<file path="src/rtl/apb_master_if.sv">
// APB master bundle: command/response handshake plus the APB bus.
// The master modport is the requester side, the slave modport faces it.
interface apb_master_if #(
  parameter int ADDR_WIDTH = 4,
  parameter int DATA_WIDTH = 8
);
  logic                  cmd_valid;
  logic                  cmd_ready;
  logic                  cmd_write;
  logic [ADDR_WIDTH-1:0] cmd_addr;
  logic [DATA_WIDTH-1:0] cmd_wdata;
  logic                  rsp_valid;
  logic [DATA_WIDTH-1:0] rsp_rdata;
  logic                  rsp_err;
  logic                  psel;
  logic                  penable;
  logic                  pwrite;
  logic [ADDR_WIDTH-1:0] paddr;
  logic [DATA_WIDTH-1:0] pwdata;
  logic [DATA_WIDTH-1:0] prdata;
  logic                  pready;
  logic                  pslverr;

  modport master (
    input  cmd_valid, cmd_write, cmd_addr, cmd_wdata,
    input  prdata, pready, pslverr,
    output cmd_ready, rsp_valid, rsp_rdata, rsp_err,
    output psel, penable, pwrite, paddr, pwdata
  );

  modport slave (
    output cmd_valid, cmd_write, cmd_addr, cmd_wdata,
    output prdata, pready, pslverr,
    input  cmd_ready, rsp_valid, rsp_rdata, rsp_err,
    input  psel, penable, pwrite, paddr, pwdata
  );
endinterface

</file>
<file path="src/rtl/apb_master.sv">
// Single-outstanding APB master: command in, one APB transfer out,
// one-cycle response pulse, with an ACCESS wait timeout.
module apb_master #(
  parameter int ADDR_WIDTH = 4,
  parameter int DATA_WIDTH = 8,
  parameter int TIMEOUT    = 15
) (
  input logic          clk,
  input logic          rst,
  apb_master_if.master bus
);
  typedef enum logic [1:0] {
    IDLE,
    SETUP,
    ACCESS,
    RESP
  } state_e;

  localparam logic [7:0] TMO = 8'(TIMEOUT);

  state_e                state_q, state_d;
  logic [7:0]            cnt_q, cnt_d;
  logic [7:0]            cnt_inc;
  logic                  pwrite_q, pwrite_d;
  logic [ADDR_WIDTH-1:0] paddr_q, paddr_d;
  logic [DATA_WIDTH-1:0] pwdata_q, pwdata_d;
  logic [DATA_WIDTH-1:0] rdata_q, rdata_d;
  logic                  err_q, err_d;

  always_ff @(posedge clk or posedge rst) begin
    if (rst) begin
      state_q  <= IDLE;
      cnt_q    <= '0;
      pwrite_q <= 1'b0;
      paddr_q  <= '0;
      pwdata_q <= '0;
      rdata_q  <= '0;
      err_q    <= 1'b0;
    end else begin
      state_q  <= state_d;
      cnt_q    <= cnt_d;
      pwrite_q <= pwrite_d;
      paddr_q  <= paddr_d;
      pwdata_q <= pwdata_d;
      rdata_q  <= rdata_d;
      err_q    <= err_d;
    end
  end

  assign cnt_inc = cnt_q + 8'd1;

  always_comb begin
    state_d  = state_q;
    cnt_d    = cnt_q;
    pwrite_d = pwrite_q;
    paddr_d  = paddr_q;
    pwdata_d = pwdata_q;
    rdata_d  = rdata_q;
    err_d    = err_q;
    unique case (state_q)
      IDLE: begin
        if (bus.cmd_valid) begin
          state_d  = SETUP;
          cnt_d    = '0;
          pwrite_d = bus.cmd_write;
          paddr_d  = bus.cmd_addr;
          pwdata_d = bus.cmd_wdata;
        end
      end
      SETUP: begin
        state_d = ACCESS;
      end
      ACCESS: begin
        if (bus.pready) begin
          state_d = RESP;
          rdata_d = pwrite_q ? '0 : bus.prdata;
          err_d   = bus.pslverr;
        end else begin
          cnt_d = cnt_inc;
          // Wait count hitting the limit ends the transfer as an error
          if (cnt_inc == TMO) begin
            state_d = RESP;
            rdata_d = '0;
            err_d   = 1'b1;
          end
        end
      end
      RESP: begin
        state_d = IDLE;
      end
      default: begin
        state_d = IDLE;
      end
    endcase
  end

  assign bus.cmd_ready = (state_q == IDLE);
  assign bus.psel      = (state_q == SETUP) || (state_q == ACCESS);
  assign bus.penable   = (state_q == ACCESS);
  assign bus.pwrite    = pwrite_q;
  assign bus.paddr     = paddr_q;
  assign bus.pwdata    = pwdata_q;
  assign bus.rsp_valid = (state_q == RESP);
  assign bus.rsp_rdata = rdata_q;
  assign bus.rsp_err   = err_q;
endmodule
</file>
<file path="src/flat_wrapper.sv">
// flat-port wrapper written by rule: the top's interface ports become plain ports
module apb_master_flat 
#(
  parameter int ADDR_WIDTH = 4,
  parameter int DATA_WIDTH = 8,
  parameter int TIMEOUT    = 15
)
  (clk, rst, bus_cmd_valid, bus_cmd_write, bus_cmd_addr, bus_cmd_wdata, bus_prdata, bus_pready, bus_pslverr, bus_cmd_ready, bus_rsp_valid, bus_rsp_rdata, bus_rsp_err, bus_psel, bus_penable, bus_pwrite, bus_paddr, bus_pwdata);
  apb_master_if #(.ADDR_WIDTH(ADDR_WIDTH), .DATA_WIDTH(DATA_WIDTH)) bus_i ();
  input logic clk;
  input logic rst;
  input wire logic [$bits(bus_i.cmd_valid)-1:0] bus_cmd_valid;
  input wire logic [$bits(bus_i.cmd_write)-1:0] bus_cmd_write;
  input wire logic [$bits(bus_i.cmd_addr)-1:0] bus_cmd_addr;
  input wire logic [$bits(bus_i.cmd_wdata)-1:0] bus_cmd_wdata;
  input wire logic [$bits(bus_i.prdata)-1:0] bus_prdata;
  input wire logic [$bits(bus_i.pready)-1:0] bus_pready;
  input wire logic [$bits(bus_i.pslverr)-1:0] bus_pslverr;
  output wire logic [$bits(bus_i.cmd_ready)-1:0] bus_cmd_ready;
  output wire logic [$bits(bus_i.rsp_valid)-1:0] bus_rsp_valid;
  output wire logic [$bits(bus_i.rsp_rdata)-1:0] bus_rsp_rdata;
  output wire logic [$bits(bus_i.rsp_err)-1:0] bus_rsp_err;
  output wire logic [$bits(bus_i.psel)-1:0] bus_psel;
  output wire logic [$bits(bus_i.penable)-1:0] bus_penable;
  output wire logic [$bits(bus_i.pwrite)-1:0] bus_pwrite;
  output wire logic [$bits(bus_i.paddr)-1:0] bus_paddr;
  output wire logic [$bits(bus_i.pwdata)-1:0] bus_pwdata;
  assign bus_i.cmd_valid = bus_cmd_valid;
  assign bus_i.cmd_write = bus_cmd_write;
  assign bus_i.cmd_addr = bus_cmd_addr;
  assign bus_i.cmd_wdata = bus_cmd_wdata;
  assign bus_i.prdata = bus_prdata;
  assign bus_i.pready = bus_pready;
  assign bus_i.pslverr = bus_pslverr;
  assign bus_cmd_ready = bus_i.cmd_ready;
  assign bus_rsp_valid = bus_i.rsp_valid;
  assign bus_rsp_rdata = bus_i.rsp_rdata;
  assign bus_rsp_err = bus_i.rsp_err;
  assign bus_psel = bus_i.psel;
  assign bus_penable = bus_i.penable;
  assign bus_pwrite = bus_i.pwrite;
  assign bus_paddr = bus_i.paddr;
  assign bus_pwdata = bus_i.pwdata;
  apb_master #(.ADDR_WIDTH(ADDR_WIDTH), .DATA_WIDTH(DATA_WIDTH), .TIMEOUT(TIMEOUT)) u_core (.clk(clk), .rst(rst), .bus(bus_i));
endmodule
</file>
<file path="config.mk">
export PLATFORM = sky130hd
export DESIGN_NAME = apb_master_flat
export DESIGN_NICKNAME = d
export VERILOG_FILES = /design/src/rtl/apb_master_if.sv /design/src/rtl/apb_master.sv /design/src/flat_wrapper.sv
export SDC_FILE = /design/constraint.sdc
export NUM_CORES = 1
export LEC_CHECK = 0
export CAP_MARGIN = 15
export CELL_PAD_IN_SITES_DETAIL_PLACEMENT = 1
export CELL_PAD_IN_SITES_GLOBAL_PLACEMENT = 2
export CORE_MARGIN = 4
export CORE_UTILIZATION = 30
export CTS_BUF_LIST = sky130_fd_sc_hd__clkbuf_4 sky130_fd_sc_hd__clkbuf_8
export DETAILED_ROUTE_END_ITERATION = 16
export HOLD_SLACK_MARGIN = 0.06
export PLACE_DENSITY = 0.84
export RECOVER_POWER = 100
export SKIP_CTS_REPAIR_TIMING = 1
export SYNTH_ARGS = -nofsm -noshare
export SYNTH_HDL_FRONTEND = slang
export SYNTH_SLANG_ARGS = --single-unit
</file>
<file path="constraint.sdc">
create_clock -name clk -period 2.1 [get_ports clk]
set_input_delay 0.42 -clock clk [delete_from_list [all_inputs] [get_ports clk]]
set_output_delay 0.42 -clock clk [all_outputs]
set_load 0.05 [all_outputs]
</file>
# [After elaboration in Yosys (flattened, before gate mapping)]
# Index checks and enable logic that the tools add are counted.
[totals] output_inout_bits=26 ff_bits=32 word_cells=35 inputBits=26
[op_classes] reduce_logical=8 n_addsub=1 n_mux=12 n_eq_ne=7
[ops] operator="$mux W8" count=5
[ops] operator="$pmux W8 S2" count=1
[ops] operator="$add A8 B1 Y8 const B" count=1
[ops] operator="$eq A8 B4 Y1 const B" count=1
[ops] operator="$pmux W2 S4" count=1
[ops] operator="$mux W2" count=3
[ops] operator="$reduce_and A2 Y1" count=3
[ops] operator="$eq A2 B2 Y1 const B" count=2
[ops] operator="$ne A2 B2 Y1 const B" count=2
[ops] operator="$reduce_bool A2 Y1" count=2
[ops] operator="$ne A3 B2 Y1 const B" count=1
[ops] operator="$reduce_and A3 Y1" count=1
[ops] operator="$eq A2 B1 Y1 const B" count=1
[ops] operator="$logic_not A2 Y1" count=1
[ops] operator="$mux W1" count=2
[ops] operator="$logic_or A1 B1 Y1" count=1

# [Depth between registers and ports, before layout]
# Gate-level depths: netlist of the first run.
[depth] depth_word=5 mapped_depth=7 mapped_depth_nobuf=6

# [Worst setup path before layout of the first run]
# No wires, ideal clock.
[synth_timing] path_type="reg-to-reg" from="register u_core.state_q[0]" to="register u_core.cnt_q[7]" path_stages_with_launch=8 setup_time_ns=0.121 t_required_ns=1.979 path_slack_ns=0.101 path_buffers=1 t_arrival_ns=1.878 path_cell_list="dfrtp_1 > inv_1 > ha_1 > nor2b_1 > clkbuf_1 > nor2_1 > mux2_2 > a22o_1"
[synth_between] elab_chain_len=3 elab_cells_between_ends=7 classes_between="eq/ne: 3; mux: 1; reduce/logical: 3"
[synth_lines] item="start, declared" line="apb_master.sv:21" source="state_e state_q, state_d;"
[synth_lines] item="start signal, assigned" line="apb_master.sv:40" source="state_q <= state_d;"
[synth_lines] item="$logic_not A2 Y1 (*)"
[synth_lines] item="via bus_cmd_ready" line="flat_wrapper.sv:19" source="output wire logic [$bits(bus_i.cmd_ready)-1:0] bus_cmd_ready;"
[synth_lines] item="$ne A2 B2 Y1 (no line) / $reduce_bool A2 Y1 (equally long branches)"
[synth_lines] item="$reduce_and A3 Y1 (no line)"
[synth_lines] item="end signal, assigned" line="apb_master.sv:41" source="cnt_q <= cnt_d;"
[synth_lines] item="end, declared" line="apb_master.sv:22" source="logic [7:0] cnt_q, cnt_d;"
# The timed path passes the listed nets; every way through them passes the cells marked *.
# A chain may end at the register's enable or synchronous reset.

# [Final worst setup path of the first run]
[layout_timing] from="register u_core.rdata_q[3] (netlist: u_core.bus.rsp_rdata[3])" to="output port bus_rsp_rdata[3]"
[layout_rtl] item="start, declared" line="apb_master.sv:27" source="logic [DATA_WIDTH-1:0] rdata_q, rdata_d;"
[layout_rtl] item="start signal, assigned" line="apb_master.sv:45" source="rdata_q <= rdata_d;"
[layout_rtl] item="end, declared" line="flat_wrapper.sv:21" source="output wire logic [$bits(bus_i.rsp_rdata)-1:0] bus_rsp_rdata;"
# No word-level cell between the ends.

==> results of run 1 <==
final timing paths:
kind                                          from                      end  cells past startpoint
setup reg to reg                   u_core.cnt_q[0]        u_core.state_q[1]                      5
setup / recovery           u_core.bus.rsp_rdata[3]         bus_rsp_rdata[3]                      1
max in group asynchronous                      rst  u_core.bus.rsp_rdata[5]                      3
hold reg to reg                u_core.bus.paddr[3]      u_core.bus.paddr[3]                      1
min in group asynchronous                      rst  u_core.bus.rsp_rdata[4]                      3
hold / removal                 u_core.bus.paddr[3]      u_core.bus.paddr[3]                      1
where the power goes:
group / total, mW / switching, mW / internal [mW]
sequential: 0.994 / 0.144 / 0.850
combinational: 1.96 / 1.31 / 0.648
clock: 0.496 / 0.205 / 0.291
logic make-up (layout without fill, tap and decap cells):
logic type | Yosys count | in the layout | synth area share
flops | 32 | 32 | 0.524
compound gates | 29 | 29 | 0.174
simple gates | 27 | 27 | 0.107
mux | 17 | 17 | 0.125
buf+inv | 11 | 70 | 0.0287
fa+ha+maj | 5 | 5 | 0.0410
routing by layer:
layer / part of all wire / vias to the layer above
met5: 0 / -
met3: 0.054 / 6
met4: 0.0099 / 0
met2: 0.50 / 47
met1: 0.44 / 602
li1: - / 559
flip-flops by register name (all words and copies together) (netlist names):
name / cells
u_core.bus.paddr: 4
u_core.bus.pwdata: 8
u_core.bus.pwrite: 1
u_core.bus.rsp_err: 1
u_core.bus.rsp_rdata: 8
u_core.cnt_q: 8
u_core.state_q: 2
synth_stat cells (all sizes together), types with 2 or more instances:
cell type and n:
ha 5, buf 3, nor3 4, nand2b 2
inv 7, nor2 5, a21o 4, o31ai 2
dfrtp 32, mux2 17, a22o 15, nand2 6
nand4bb 2
cell type report:
class                           instances  area, um2  share of cell area
Inverter                                7       26.3              0.0119
Clock buffer                            7       96.3              0.0436
Sequential cell                        32        801               0.362
Timing Repair Buffer                   56        518               0.234
Multi-Input combinational cell         78        686               0.310
Tap cell                               67       83.8              0.0379
==> metrics.md, run 1 <==
| Metric | Value |
|---|---|
| CP Buf/Inv Count | `1` |
| Setup Slack @ Placement | `-0.00703 ns` |
| Met3 GRT Util | `0.0397` |
| Synth Area per Inst | `~13 um2` |
| Slew Limit Headroom | `0.458` |
| Clock-pin slew on the worst setup and hold paths | `~0.06 ns` |
| Total number of vias | `between 1k and 1.5k` |
| Largest net degree at the start of global routing | `33` |
| EDFF count, synth | `0` |
| Slowest-stage cell, CP | `dlygate4sd3_1` |
| Io pins | `52` |
| Critical path, cell by cell | `dlygate4sd3_1` |
| Setup crit start kind | `flop` |
| Routability congestion estimate | `about 0.82` |
| CTS tree | `done` |
| Fin util | `0.459` |
| Initial core utilization | `0.317` |
| Synthesized cell area | `between 1500 and 2000 um2` |
| First drt pass iteration count | `4` |
| Cell Rows | `25` |
| Worst setup margin | `~0.16 ns` |
| WP data required | `about 1.7 ns` |
| Ys flop type | `dfrtp_1` |
| Initial antenna violation count | `0` |
| Placed inst area | `2140 um2` |
| Share of the synthesized area in the top cell type | `0.524` |
| Setup Total Neg Slack | `0 ns` |
| Port buffer count | `slightly above 50` |
| Design Area, Final | `2210 um2` |
| Final hold violation count | `0` |
| Crit end category | `output port` |
| Top cells by area, synth | `dfrtp_1 (52%), mux2_2 (12%), a22o_1 (8.6%)` |
| Worst path max stage delay | `roughly 0.90 ns` |
| Final #Nets | `between 200 and 250` |
| Met2 Resource Use GR | `0.245` |
| Final Power | `roughly 3.5 mW` |
| First-pass GRT wire length | `roughly 6700 um` |
| Min-Delay Path Class | `reg2reg` |
| Antenna Nets Post-Route | `0` |
| Clock sink count | `32` |
| Clk Latency, worst-skew pair | `0.27 ns` |
| Commonest non-fill, non-tap cell in the layout | `dfrtp_1` |
| Grt ovf | `0` |
| Synth Register Bits | `32` |
| Layout cells sized above 1 | `0.206` |
| Die Y | `approximately 80 um` |
| Placed insts | `between 200 and 250` |
| Detailed Place HPWL | `3140 um` |
| GRT Overall Usage | `0.138` |
| Peak VDD IR | `0.477 mV` |
| Final clock skew | `approximately 0.0034 ns` |
| Global-route track usage on met1 | `0.165` |
| Critical-path maximum fanout | `2` |
| Top cell family by delay on the critical path | `buffers and inverters` |
| # fillers | `~540` |
| Max Fclk | `a little over 500 MHz` |
| WHS | `approximately 0.5 ns` |
| Cell accounting for the most synthesized area | `dfrtp_1` |
| Highest-count cells in the layout ignoring fill and taps | `dfrtp_1 (32), clkdlybuf4s50_1 (24), dlygate4sd3_1 (23)` |
| Non-Filler Instances | `about 250` |
| Tmin final | `between 1.5 and 2 ns` |
| Area growth, synth to finish | `44.7%` |
| RSZ-0062 raised after global routing | `no` |
| Syn nets | `~150` |
| Worst Path Arrival | `about 1.5 ns` |
| Pwr/cell area | `1560 nW/um2` |
| Vias in the first global route | `1374` |
| Placeable Area | `between 4000 and 5000 um2` |
| Seq/Total Area, Yosys | `0.524` |
| Num CTS Buffers | `5` |
| H-tree Lvls | `2` |
| Reg2Reg Setup Slack | `0.21 ns` |
| Clock Root Buffer | `clkbuf_8` |
| Final worst-path cycle share | `0.923` |
| Ys Warns | `0` |
| DRT iter0 DRCs | `59` |
| N_diodes | `0` |
| DR DRC count | `0` |
| Status | `finished, final reports clean` |
| Die ar. | `between 6000 and 7000 um2` |
| Post-synthesis cell count | `about 120` |
| Via density | `between 4 and 5` |
| Post-synth cell types | `34` |
| Worst-Margin Slew | `a little over 0.8 ns` |
| CTS max path bufs | `2` |
| Crit path kind | `reg2out` |
| # Max-Cap Violations | `0` |
| LEAKAGE | `roughly 0.99 nW` |
| Final wirelength | `4060 um` |
| Routed len/inst | `16.4 um` |
| Async SR Flop Fraction | `1.00` |
| Slew Viols, Final | `0` |
| Final setup fails | `0` |
| Global route hottest layer | `met2` |
| Die width | `79.4 um` |
Power figures use the tool's default switching activity.
==> run 2, diff against run 1 <==
--- a/config.mk
+++ b/config.mk
@@ -9,11 +9,11 @@
 export CELL_PAD_IN_SITES_DETAIL_PLACEMENT = 1
 export CELL_PAD_IN_SITES_GLOBAL_PLACEMENT = 2
 export CORE_MARGIN = 4
-export CORE_UTILIZATION = 30
+export CORE_UTILIZATION = 27
 export CTS_BUF_LIST = sky130_fd_sc_hd__clkbuf_4 sky130_fd_sc_hd__clkbuf_8
 export DETAILED_ROUTE_END_ITERATION = 16
 export HOLD_SLACK_MARGIN = 0.06
-export PLACE_DENSITY = 0.84
+export PLACE_DENSITY = 0.8
 export RECOVER_POWER = 100
 export SKIP_CTS_REPAIR_TIMING = 1
 export SYNTH_ARGS = -nofsm -noshare
==> constraint.sdc (replaced) <==
create_clock -name clk -period 1.6 [get_ports clk]
set_input_delay 0.32 -clock clk [delete_from_list [all_inputs] [get_ports clk]]
set_output_delay 0.32 -clock clk [all_outputs]
set_load 0.05 [all_outputs]
==> run 2 against run 1 <==
The flow now finishes with violations (negative setup slack). Largest power group unchanged. First-iteration DRC count shrank 73%. Non-clock buffer count grew 18. Global-route usage shrank 0.81 points. Sequential power grew 30%. Critical endpoint is now u_core.state_q[1]. Final cell count grew 9.3%. Combinational power grew 55%.
==> metrics.md, run 2 (synthesis gave the netlist of run 1 again) <==
| Metric | Value |
|---|---|
| Placed insts | `264 (was 240)` |
| Worst R2R Start | `u_core.cnt_q[6] (was u_core.cnt_q[0])` |
| H-tree Lvls | `2 (unchanged)` |
| Setup Slack @ Placement | `-0.219 ns (was -0.00703 ns)` |
| Area growth, synth to finish | `56.9% (was 44.7%)` |
| Min-Delay Path Class | `reg2reg (unchanged)` |
| Detailed Place HPWL | `3310 um (was 3140 um)` |
| Clk Latency, worst-skew pair | `0.29 ns (was 0.27 ns)` |
| Slew Viols, Final | `0 (unchanged)` |
| Worst setup margin | `-0.119 ns (was 0.163 ns)` |
| Critical-path maximum fanout | `2 (unchanged)` |
| Initial antenna violation count | `0 (unchanged)` |
| Largest net degree at the start of global routing | `33 (unchanged)` |
| DRT iter0 DRCs | `16 (was 59)` |
| Final #Nets | `229 (was 211)` |
| Routed len/inst | `16.3 um (was 16.4 um)` |
| Seq pwr share | `0.259 (was 0.288)` |
| Worst path max stage delay | `0.43 ns (was 0.90 ns)` |
| Die Y | `83.2 um (was 79.4 um)` |
| Reg-to-reg endpoint | `u_core.state_q[1] (unchanged)` |
| Num CTS Buffers | `5 (unchanged)` |
| CTS tree | `done (unchanged)` |
| Clock power share | `0.134 (was 0.144)` |
| Grt ovf | `0 (unchanged)` |
| CP Buf/Inv Count | `0 (was 1)` |
| Final wirelength | `4400 um (was 4060 um)` |
| First-pass GRT wire length | `7110 um (was 6720 um)` |
| Clock Root Buffer | `clkbuf_8 (unchanged)` |
| First drt pass iteration count | `2 (was 4)` |
| LEAKAGE | `1.09 nW (was 0.995 nW)` |
| Sw Share | `0.472 (was 0.482)` |
| # fillers | `619 (was 539)` |
| P_int | `2.64 mW (was 1.79 mW)` |
| Setup crit start kind | `flop (unchanged)` |
| Worst hold path depth | `1 (unchanged)` |
| Die ar. | `6930 um2 (was 6300 um2)` |
| Final hold violation count | `0 (unchanged)` |
| WP data required | `1.77 ns (was 1.68 ns)` |
| Clock sink count | `32 (unchanged)` |
| Final setup fails | `11 (was 0)` |
| N_diodes | `0 (unchanged)` |
| P_sw | `2.36 mW (was 1.66 mW)` |
| CTS max path bufs | `2 (unchanged)` |
| Worst min-delay path startpoint | `u_core.bus.rsp_rdata[0] (was u_core.bus.paddr[3])` |
| Final clock skew | `0.00776 ns (was 0.00337 ns)` |
| Highest-count cells in the layout ignoring fill and taps | `dfrtp_1 (32), clkdlybuf4s50_1 (24), buf_4 (20) (was dfrtp_1 (32), clkdlybuf4s50_1 (24), dlygate4sd3_1 (23))` |
| Status | `finished with violations (was finished, final reports clean)` |
| Cell Rows | `27 (was 25)` |
| # Max-Cap Violations | `0 (unchanged)` |
| DR DRC count | `0 (unchanged)` |
| Register area | `801 um2 (unchanged)` |
| Combinational share of power | `0.608 (was 0.568)` |
| Multi-input logic area | `792 um2 (was 686 um2)` |
| Commonest non-fill, non-tap cell in the layout | `dfrtp_1 (unchanged)` |
| Clock-pin slew on the worst setup and hold paths | `0.06 ns (about the same)` |
| GRT Overall Usage | `0.129 (was 0.138)` |
| Top cell family by delay on the critical path | `compound AO/OA/AOI/OAI gates (was buffers and inverters)` |
| Crit end category | `flop (was output port)` |
| WHS | `0.510 ns (was 0.497 ns)` |
| Slew Limit Headroom | `0.466 (was 0.458)` |
| Io pins | `52 (unchanged)` |
| Die width | `83.2 um (was 79.4 um)` |
| Placeable Area | `5510 um2 (was 4820 um2)` |
| Final Power | `5.00 mW (was 3.45 mW)` |
| Total number of vias | `1274 (was 1214)` |
| RSZ-0062 raised after global routing | `yes (was no)` |
| Reg2Reg Setup Slack | `-0.12 ns (was 0.21 ns)` |
| Routability congestion estimate | `0.872 (was 0.823)` |
| Pwr/cell area | `2090 nW/um2 (was 1560 nW/um2)` |
| Final worst-path cycle share | `1.07` |
| Via density | `4.72 (was 4.91)` |
| Initial core utilization | `0.277 (was 0.317)` |
| Crit path kind | `reg2reg (was reg2out)` |
| Port buffer count | `51 (unchanged)` |
| Worst-Margin Slew | `0.802 ns (was 0.813 ns)` |
| Max Fclk | `between 500 and 600 MHz` |
| Worst Path Arrival | `1.88 ns (was 1.52 ns)` |
| Critical path, cell by cell | `or3_4 > a211oi_4 > o32a_2 > mux2_4 (was dlygate4sd3_1)` |
| Layout cells sized above 1 | `0.429 (was 0.206)` |
| Worst reg2reg path depth | `4 (was 5)` |
| Antenna Nets Post-Route | `0 (unchanged)` |
| Failing checks | `negative setup slack` |
| Min-Delay Endpoint | `u_core.bus.rsp_rdata[0] (was u_core.bus.paddr[3])` |
| Tmin final | `1.72 ns` |
| Slowest-stage cell, CP | `or3_4 (was dlygate4sd3_1)` |
| Non-Filler Instances | `270 (was 247)` |
| Vias in the first global route | `1410 (was 1374)` |
| Peak VDD IR | `0.918 mV (was 0.477 mV)` |
run 2: power by group through the flow:
stage          Sequential, mW  Combinational [mW]  Clock [mW]
6_report                 1.29                3.04       0.668
5_1_grt                  1.34                3.20       0.733
4_1_cts                  1.30                3.27       0.688
3_5_place_dp             1.31                3.25           0
3_3_place_gp             1.29                3.17           0
2_1_floorplan            2.20                1.13           0
run 2: worst max-delay path by stage:
stage                               start                 endpoint  depth (start not counted)
after floorplan           u_core.cnt_q[1]        u_core.state_q[1]                          5
after global placement         bus_pready          u_core.cnt_q[7]                          5
after detailed placement       bus_pready          u_core.cnt_q[6]                          5
after CTS                 u_core.cnt_q[0]  u_core.bus.rsp_rdata[1]                          7
after global routing      u_core.cnt_q[1]          u_core.cnt_q[6]                          6
final                     u_core.cnt_q[6]        u_core.state_q[1]                          4
run 2: cell type report:
class | count | area share
Inverter | 7 | 0.0110
Timing Repair Buffer | 74 | 0.247
Clock buffer | 7 | 0.0402
Multi-Input combinational cell | 78 | 0.330
Tap cell | 72 | 0.0376
Sequential cell | 32 | 0.334
run 2: per-stage QoR:
stage	instance area (um2)	setup TNS (ns)	util
floorplan	1580	-0.237	-
global placement	2340	-2.27	0.424
detailed placement	2340	-3.01	0.424
CTS	2430	-1.63	0.442
global route	2400	-2.05	0.435
finish	2400	-0.435	0.435
run 2: per-layer routing:
layer / up-vias / track usage / routed length (um) / share of wire
met4: 0 / 0.0475 / 63 / 0.014
li1: 597 / - / - / -
met2: 41 / 0.214 / 2220 / 0.50
met5: - / 0 / 0 / 0
met3: 6 / 0.0486 / 246 / 0.056
met1: 630 / 0.153 / 1870 / 0.43
==> run 3, diff against run 2 <==
--- a/config.mk
+++ b/config.mk
@@ -9,11 +9,11 @@
 export CELL_PAD_IN_SITES_DETAIL_PLACEMENT = 1
 export CELL_PAD_IN_SITES_GLOBAL_PLACEMENT = 2
 export CORE_MARGIN = 4
-export CORE_UTILIZATION = 27
+export CORE_UTILIZATION = 30
 export CTS_BUF_LIST = sky130_fd_sc_hd__clkbuf_4 sky130_fd_sc_hd__clkbuf_8
 export DETAILED_ROUTE_END_ITERATION = 16
 export HOLD_SLACK_MARGIN = 0.06
-export PLACE_DENSITY = 0.8
+export PLACE_DENSITY = 0.84
 export RECOVER_POWER = 100
 export SKIP_CTS_REPAIR_TIMING = 1
 export SYNTH_ARGS = -nofsm -noshare
==> constraint.sdc (replaced) <==
create_clock -name clk -period 2.05 [get_ports clk]
set_input_delay 0.41 -clock clk [delete_from_list [all_inputs] [get_ports clk]]
set_output_delay 0.41 -clock clk [all_outputs]
set_load 0.05 [all_outputs]
==> run 3 against run 2 <==
The flow now finishes without violations. Fmax shrank 12%. Core utilization rose by 3.2 points. Die area down 9.1%. Critical path type unchanged. Highest routed layer unchanged.
==> metrics.md, run 3 (synthesis gave the netlist of run 1 again) <==
| Metric | Value |
|---|---|
| Tmin final | `1.96 ns (was 1.72 ns)` |
| Final clock skew | `0.00544 ns (was 0.00776 ns)` |
| Peak VDD IR | `0.466 mV (was 0.918 mV)` |
| Clock sink count | `32 (unchanged)` |
| Setup Total Neg Slack | `0 ns (was -0.435 ns)` |
| Port buffer count | `51 (unchanged)` |
| Final #Nets | `214 (was 229)` |
| Min-Delay Path Class | `reg2reg (unchanged)` |
| Clk Latency, worst-skew pair | `0.28 ns (was 0.29 ns)` |
| Status | `finished, final reports clean (was finished with violations)` |
| Routed len/inst | `17.2 um (was 16.3 um)` |
| Fin util | `0.467 (was 0.435)` |
| Critical-path maximum fanout | `8 (was 2)` |
| N_diodes | `0 (unchanged)` |
| Final setup fails | `0 (was 11)` |
| DRT iter0 DRCs | `36 (was 16)` |
| Io pins | `52 (unchanged)` |
| Pwr/cell area | `1640 nW/um2 (was 2090 nW/um2)` |
| Total number of vias | `1237 (was 1274)` |
| Commonest non-fill, non-tap cell in the layout | `dfrtp_1 (unchanged)` |
| Max Fclk | `510 MHz (was 582 MHz)` |
| Final worst-path cycle share | `0.957 (was 1.07)` |
| Initial antenna violation count | `0 (unchanged)` |
| WP data required | `2.21 ns (was 1.77 ns)` |
| Crit end category | `flop (unchanged)` |
| # Max-Cap Violations | `0 (unchanged)` |
| Placed inst area | `2190 um2 (was 2340 um2)` |
| Layout cells sized above 1 | `0.217 (was 0.429)` |
| Antenna Nets Post-Route | `0 (unchanged)` |
| Grt ovf | `0 (unchanged)` |
| Slew Viols, Final | `0 (unchanged)` |
| WHS | `0.497 ns (was 0.510 ns)` |
| Cell Rows | `25 (was 27)` |
| Non-Filler Instances | `251 (was 270)` |
| LEAKAGE | `1.01 nW (was 1.09 nW)` |
| Worst path max stage delay | `0.47 ns (was 0.43 ns)` |
| Via density | `4.93 (was 4.72)` |
| Final Power | `3.69 mW (was 5.00 mW)` |
| Worst setup margin | `0.0875 ns (was -0.119 ns)` |
| CTS max path bufs | `2 (unchanged)` |
| Critical path, cell by cell | `ha_1 > nand4bb_1 > a211oi_4 > o32a_2 > mux2_1 (was or3_4 > a211oi_4 > o32a_2 > mux2_4)` |
| CTS tree | `done (unchanged)` |
| Crit path kind | `reg2reg (unchanged)` |
| Largest net degree at the start of global routing | `33 (unchanged)` |
| H-tree Lvls | `2 (unchanged)` |
| Clock Root Buffer | `clkbuf_8 (unchanged)` |
| Highest-count cells in the layout ignoring fill and taps | `dfrtp_1 (32), clkdlybuf4s50_1 (25), dlygate4sd3_1 (22) (was dfrtp_1 (32), clkdlybuf4s50_1 (24), buf_4 (20))` |
| GRT Overall Usage | `0.145 (was 0.129)` |
| Placed insts | `243 (was 264)` |
| Detailed Place HPWL | `3220 um (was 3310 um)` |
| Final wirelength | `4310 um (was 4400 um)` |
| Worst-Margin Slew | `0.813 ns (was 0.802 ns)` |
| RSZ-0062 raised after global routing | `no (was yes)` |
| Setup Slack @ Placement | `-0.0369 ns (was -0.219 ns)` |
| Area growth, synth to finish | `47.3% (was 56.9%)` |
| Initial core utilization | `0.317 (was 0.277)` |
| Die ar. | `6300 um2 (was 6930 um2)` |
| Slew Limit Headroom | `0.458 (was 0.466)` |
| Die Y | `79.4 um (was 83.2 um)` |
| First drt pass iteration count | `4 (was 2)` |
| DR DRC count | `0 (unchanged)` |
| Routability congestion estimate | `0.830 (was 0.872)` |
| Final hold violation count | `0 (unchanged)` |
| Worst Path Arrival | `2.12 ns (was 1.88 ns)` |
| Vias in the first global route | `1357 (was 1410)` |
| Setup crit start kind | `flop (unchanged)` |
| Design Area, Final | `2250 um2 (was 2400 um2)` |
| First-pass GRT wire length | `7030 um (was 7110 um)` |
| Slowest-stage cell, CP | `dfrtp_1 (was or3_4)` |
| Placeable Area | `4820 um2 (was 5510 um2)` |
| Num CTS Buffers | `5 (unchanged)` |
| # fillers | `537 (was 619)` |
| Die width | `79.4 um (was 83.2 um)` |
| Clock-pin slew on the worst setup and hold paths | `0.07 ns (was 0.06 ns)` |
-- run 3: cell count changes in the layout (fill, tap and decap cells not counted), moves of 3 or more --
cell	previous run	this run
ha_4	3	0
buf_4	20	3
buf_12	3	0
ha_1	1	5
mux2_4	3	0
clkbuf_2	18	4
dlygate4sd3_1	1	22
-- run 3: per-layer routing --
metal  global-route usage  part of all wire
met5                    0                 0
met1                0.169              0.44
met2                0.253              0.48
met3               0.0510             0.067
met4               0.0361             0.012
-- run 3: worst paths after layout --
path                                           end  slack (ns)  cells past startpoint                 start
setup / recovery                 u_core.state_q[1]        0.09                      5       u_core.cnt_q[0]
hold / removal                u_core.bus.pwdata[6]        0.50                      1  u_core.bus.pwdata[6]
setup reg to reg                 u_core.state_q[1]        0.09                      5       u_core.cnt_q[0]
hold reg to reg               u_core.bus.pwdata[6]        0.50                      1  u_core.bus.pwdata[6]
max in group asynchronous     u_core.bus.pwdata[6]        0.72                      3                   rst
min in group asynchronous  u_core.bus.rsp_rdata[4]        0.82                      3                   rst
-- run 3: area by class of cell --
type	instances	area, um2	area share
sequential	32	801	0.356
clock inverter	2	35.0	0.0156
tap	67	83.8	0.0373
timing repair buffer	59	539	0.240
multi-input combinational	78	688	0.306
clock buffer	6	76.3	0.0339
inverter	7	26.3	0.0117
-- run 3: critical path: cells and delay by family (launching register included) --
family / cells / cell delay (ns)
compound gates: 2 / 0.49
flops: 1 / 0.47
mux: 1 / 0.33
fa+ha+maj: 1 / 0.30
simple gates: 1 / 0.27
-- run 3: power by group --
group	switching (mW)	internal, mW
sequential	0.152	0.870
clock	0.228	0.374
combinational	1.37	0.696
